==> src/rtl/legv8_cache_ctrl.sv <==
// Direct-mapped tag-store sequencer: lookup, miss fetch handshake, fill, response, plus hit/miss counters.
// Hit responds 2 cycles after accept; miss holds mem_req until mem_ack; cpu_req_ready is high only in IDLE.
module legv8_cache_ctrl #(
    parameter int ADDR_W   = 64,
    parameter int OFFSET_W = 3,
    parameter int INDEX_W  = 4,
    parameter int TAG_W    = 57,
    parameter int CNT_W    = 32
) (
    input  logic              clk,
    input  logic              rst,
    input  logic              cpu_req_valid,
    input  logic [ADDR_W-1:0] cpu_req_addr,
    output logic              cpu_req_ready,
    output logic              cpu_resp_valid,
    output logic              cpu_resp_hit,
    output logic [INDEX_W-1:0] cache_index,
    output logic [TAG_W-1:0]  cache_tag,
    output logic              cache_write,
    input  logic              cache_hit,
    output logic              mem_req,
    output logic [ADDR_W-1:0] mem_addr,
    input  logic              mem_ack,
    input  logic              stat_clr,
    output logic [CNT_W-1:0]  hit_count,
    output logic [CNT_W-1:0]  miss_count
);

    typedef enum logic [2:0] {
        S_IDLE,
        S_LOOKUP,
        S_MISS_REQ,
        S_FILL,
        S_RESP
    } state_e;

    localparam logic [CNT_W-1:0] CNT_ONE = {{(CNT_W-1){1'b0}}, 1'b1};

    state_e              state_q, state_d;
    logic [INDEX_W-1:0]  index_q, index_d;
    logic [TAG_W-1:0]    tag_q, tag_d;
    logic [ADDR_W-1:0]   mem_addr_q, mem_addr_d;
    logic                hit_flag_q, hit_flag_d;
    logic [CNT_W-1:0]    hit_count_q, hit_count_d;
    logic [CNT_W-1:0]    miss_count_q, miss_count_d;

    always_comb begin
        state_d      = state_q;
        index_d      = index_q;
        tag_d        = tag_q;
        mem_addr_d   = mem_addr_q;
        hit_flag_d   = hit_flag_q;
        hit_count_d  = hit_count_q;
        miss_count_d = miss_count_q;

        case (state_q)
            S_IDLE: begin
                if (cpu_req_valid) begin
                    index_d = cpu_req_addr[INDEX_W+OFFSET_W-1:OFFSET_W];
                    tag_d   = cpu_req_addr[ADDR_W-1:INDEX_W+OFFSET_W];
                    state_d = S_LOOKUP;
                end
            end
            S_LOOKUP: begin
                // An X/Z hit flag falls into the else branch, so it is handled as a miss.
                if (cache_hit == 1'b1) begin
                    hit_count_d = hit_count_q + CNT_ONE;
                    hit_flag_d  = 1'b1;
                    state_d     = S_RESP;
                end else begin
                    miss_count_d = miss_count_q + CNT_ONE;
                    hit_flag_d   = 1'b0;
                    mem_addr_d   = {tag_q, index_q, {OFFSET_W{1'b0}}};
                    state_d      = S_MISS_REQ;
                end
            end
            S_MISS_REQ: begin
                if (mem_ack) begin
                    state_d = S_FILL;
                end
            end
            S_FILL: begin
                state_d = S_RESP;
            end
            S_RESP: begin
                state_d = S_IDLE;
            end
            default: begin
                state_d = S_IDLE;
            end
        endcase

        if (stat_clr) begin
            hit_count_d  = '0;
            miss_count_d = '0;
        end
    end

    always_ff @(posedge clk) begin
        if (rst) begin
            state_q      <= S_IDLE;
            index_q      <= '0;
            tag_q        <= '0;
            mem_addr_q   <= '0;
            hit_flag_q   <= 1'b0;
            hit_count_q  <= '0;
            miss_count_q <= '0;
        end else begin
            state_q      <= state_d;
            index_q      <= index_d;
            tag_q        <= tag_d;
            mem_addr_q   <= mem_addr_d;
            hit_flag_q   <= hit_flag_d;
            hit_count_q  <= hit_count_d;
            miss_count_q <= miss_count_d;
        end
    end

    assign cpu_req_ready  = (state_q == S_IDLE);
    assign cpu_resp_valid = (state_q == S_RESP);
    assign cpu_resp_hit   = (state_q == S_RESP) && hit_flag_q;
    assign cache_write    = (state_q == S_FILL);
    assign mem_req        = (state_q == S_MISS_REQ);
    assign cache_index    = index_q;
    assign cache_tag      = tag_q;
    assign mem_addr       = mem_addr_q;
    assign hit_count      = hit_count_q;
    assign miss_count     = miss_count_q;

endmodule

==> config.mk <==
export PLATFORM = sky130hd
export DESIGN_NAME = legv8_cache_ctrl
export DESIGN_NICKNAME = d
export VERILOG_FILES = /design/src/rtl/legv8_cache_ctrl.sv
export SDC_FILE = /design/constraint.sdc
export NUM_CORES = 1
export LEC_CHECK = 0
export CAP_MARGIN = 20
export CORE_ASPECT_RATIO = 0.75
export CORE_UTILIZATION = 49
export CTS_CLUSTER_SIZE = 20
export DETAILED_ROUTE_END_ITERATION = 12
export GPL_ROUTABILITY_DRIVEN = 0
export PLACE_DENSITY = 0.86
export SLEW_MARGIN = 0
export SYNTH_ARGS = -nofsm -noshare
export SYNTH_HDL_FRONTEND = slang
export SYNTH_SLANG_ARGS = --single-unit
==> constraint.sdc <==
create_clock -name clk -period 5.92 [get_ports clk]
set_clock_uncertainty 0.2 [all_clocks]
set_input_delay 1.184 -clock clk [delete_from_list [all_inputs] [get_ports clk]]
set_output_delay 1.184 -clock clk [all_outputs]
set_load 0.05 [all_outputs]
==> results.toml <==
[outcome]
status = "finished, final reports clean"

[finish]
final_cell_mix = "nand2_1, clkdlybuf4s50_1, dfxtp_1"
final_util = 0.726
synthToLayoutAreaGrowth_pct = 42.8
final_common_cell = "nand2_1"
nFillCells = 1093
multi_input_area_um2 = 3380
drive_gt1_frac = 0.0387
finalNetCount = 1222
regArea_um2 = 3800
diodes = 0

[job]
maxCapViolCount = 0

[hold_path]
min_path_type = "register to register"

[grt]
grt_usage = 0.268
grt_pass1_wl_um = 33000
grt_pass1_vias = 6632
grt_max_degree = 89
antenna_found_initial = 0
grt_remaining_overflow = 0

[placement]
hpwl_um = 14200
dp_slack_ns = 1.78
numPortBuffers = 257

[clocking]
root_buffer = "clkbuf_16"
clk_latency_ns = 0.42
cts_buffers = 17
clk_path_buf_depth = 2
cts_resized = 0
cts.sinks = 190
hold_buffers = 0
cts.reportedPaths.clkPinSlew_ns = 0.07
post-cts-setup-buffers = 0
cts_tree = "done"
htreeDepth = 4

[die]
die_w_um = 145
die_area_um2 = 15700
coreArea_um2 = 14700
pin_count = 264
start_util = 0.508
row_count = 38
die_h_um = 109

[synthesis]
synthCells = 930
synth-simple-area-share = 0.274
synth_top_family_by_area = "simple AND/OR/NAND/NOR gates"
syn-cell-area_um2 = 7470
synthTopCellsByArea = "dfxtp_1, nand2_1, a21oi_1"
yosys.area.top_type = "dfxtp_1"
syn_avg_cell_area_um2 = 8.03
ys_ff_latch = 190
ys_types = 36
synth_compound_area_frac = 0.138
synthAdderAreaFrac = 0.00335
synth_edf_count = 0
synth-seq-area-share = 0.509
yosys_warnings = 0
synth_xor_xnor_area_share = 0.0235
ys_async_sr_fraction = 0
synth.top_cell.area_share = 0.509
synthMuxAreaShare = 0.0122
synthFlopType = "dfxtp_1"

[route]
ant_nets = 0
drt_iter0_drc = 501
drc_errors = 0
num_vias = 7367
finalWirelength_um = 21200
detail_route.first_pass.iterations = 5
post_drt_wl_per_cell_um = 15.6
avgViaCountPerCell = 5.41

[sta]
max_freq_mhz = 271
period_share = 0.624
period_needed_ns = 3.69
slew_violations = 0
fin_setup_tns_ns = 0
fin_ws_ns = 2.23
setup_viol = 0
worst_pin_slew_ns = 1.09
hold_viol = 0
grt_setup_unrepaired = "false"
slew_headroom = 0.274

[power]
p_per_area_nw_per_um2 = 266
p_leak_nw = 3.43
irDropWorstVdd_mv = 0.211

[critical_path]
worstPathRequired_ns = 5.99
critPathBufInv = 2
slowest_delay_ns = 1.08
endpoint_kind = "register"
cp-start-kind = "primary input"
critical_path.top_delay_family = "simple AND/OR/NAND/NOR gates"
path_class = "primary input to register"
crit_slowest_cell = "or4b_2"
worstPathArrival_ns = 3.76
crit_chain = "clkdlybuf4s50_1 > or4b_2 > buf_4 > nor4_1 > xnor2_1 > nor2_1"
ff2ff_setup_slack_ns = 3.08
crit_fanout = 35
[where the power goes]
part	internal (mW)	switching, mW	total [mW]
registers	1.31	0.0273	1.34
logic	0.127	0.248	0.375
clock network	0.634	0.491	1.12
total	2.08	0.766	2.84
[state kept, by name, summed over array words and instances (netlist names)]
signal       flops
state_q          3
mem_addr        61
cache_tag       57
hit_count       32
miss_count      32
cache_index      4
hit_flag_q       1
[stage by stage]
stage	hold WS (ns)	instance area, um^2	cells	power [mW]
final	0.252	10700	1362	2.84
after global routing	0.269	10700	1362	2.95
after CTS	0.255	10700	1362	2.86
after detailed placement	0.246	10100	1331	1.75
after global placement	0.241	10100	1331	1.74
after floorplan	0.249	7470	932	1.60
[worst paths after layout]
check | depth (start not counted) | start | to
worst max-delay path | 6 | cache_hit | miss_count[9]
worst min-delay path | 2 | mem_addr[63] | mem_addr[63]
worst max register to register | 5 | state_q[0] | miss_count[9]
worst min register to register | 2 | mem_addr[63] | mem_addr[63]
[cell families (layout without fill, tap and decap cells)]
family | after synthesis | count (layout)
other | 1 | 3
DFF | 190 | 190
buffers and inverters | 73 | 303
xor gates and xnor gates | 20 | 20
muxes | 9 | 9
adders and majority gates | 2 | 2
AOI/OAI and AO/OA | 194 | 194
and+or+nand+nor | 441 | 441
[metal layers]
metal / up-vias / GRT usage / part of all wire / routed length [um]
met4: 0 / 0.105 / 0.023 / 477
met3: 38 / 0.101 / 0.096 / 2020
met5: - / 0 / 0 / 0
met1: 3413 / 0.333 / 0.42 / 8810
li1: 3621 / - / - / -
met2: 295 / 0.422 / 0.47 / 9870
[Yosys cell counts (5+ instances only)]
cell,n
nand2_1,278
dfxtp_1,190
a21oi_1,158
clkbuf_1,54
nor2_1,28
or4_1,22
nand3_1,21
nand4_1,21
o31ai_1,21
or3_1,19
nor4_1,15
xnor2_1,15
o21ai_0,13
and4_1,11
inv_1,9
nor3_1,9
mux2i_1,8
and2_1,7
xor2_1,5
[worst min-delay path, cell delays in order, from the launching register on]
cell and delay [ns]:
dfxtp_1 0.31, nand2_1 0.05, a21oi_1 0.05
[area by class of cell]
type | count | share of cell area
repair buffers | 263 | 0.245
flip-flops and latches | 190 | 0.357
clock inverters | 13 | 0.0130
inverters | 9 | 0.00317
well taps | 200 | 0.0235
multi-input cells | 669 | 0.317
clock buffers | 18 | 0.0412
Note: power is estimated with default switching activity, not from simulation.
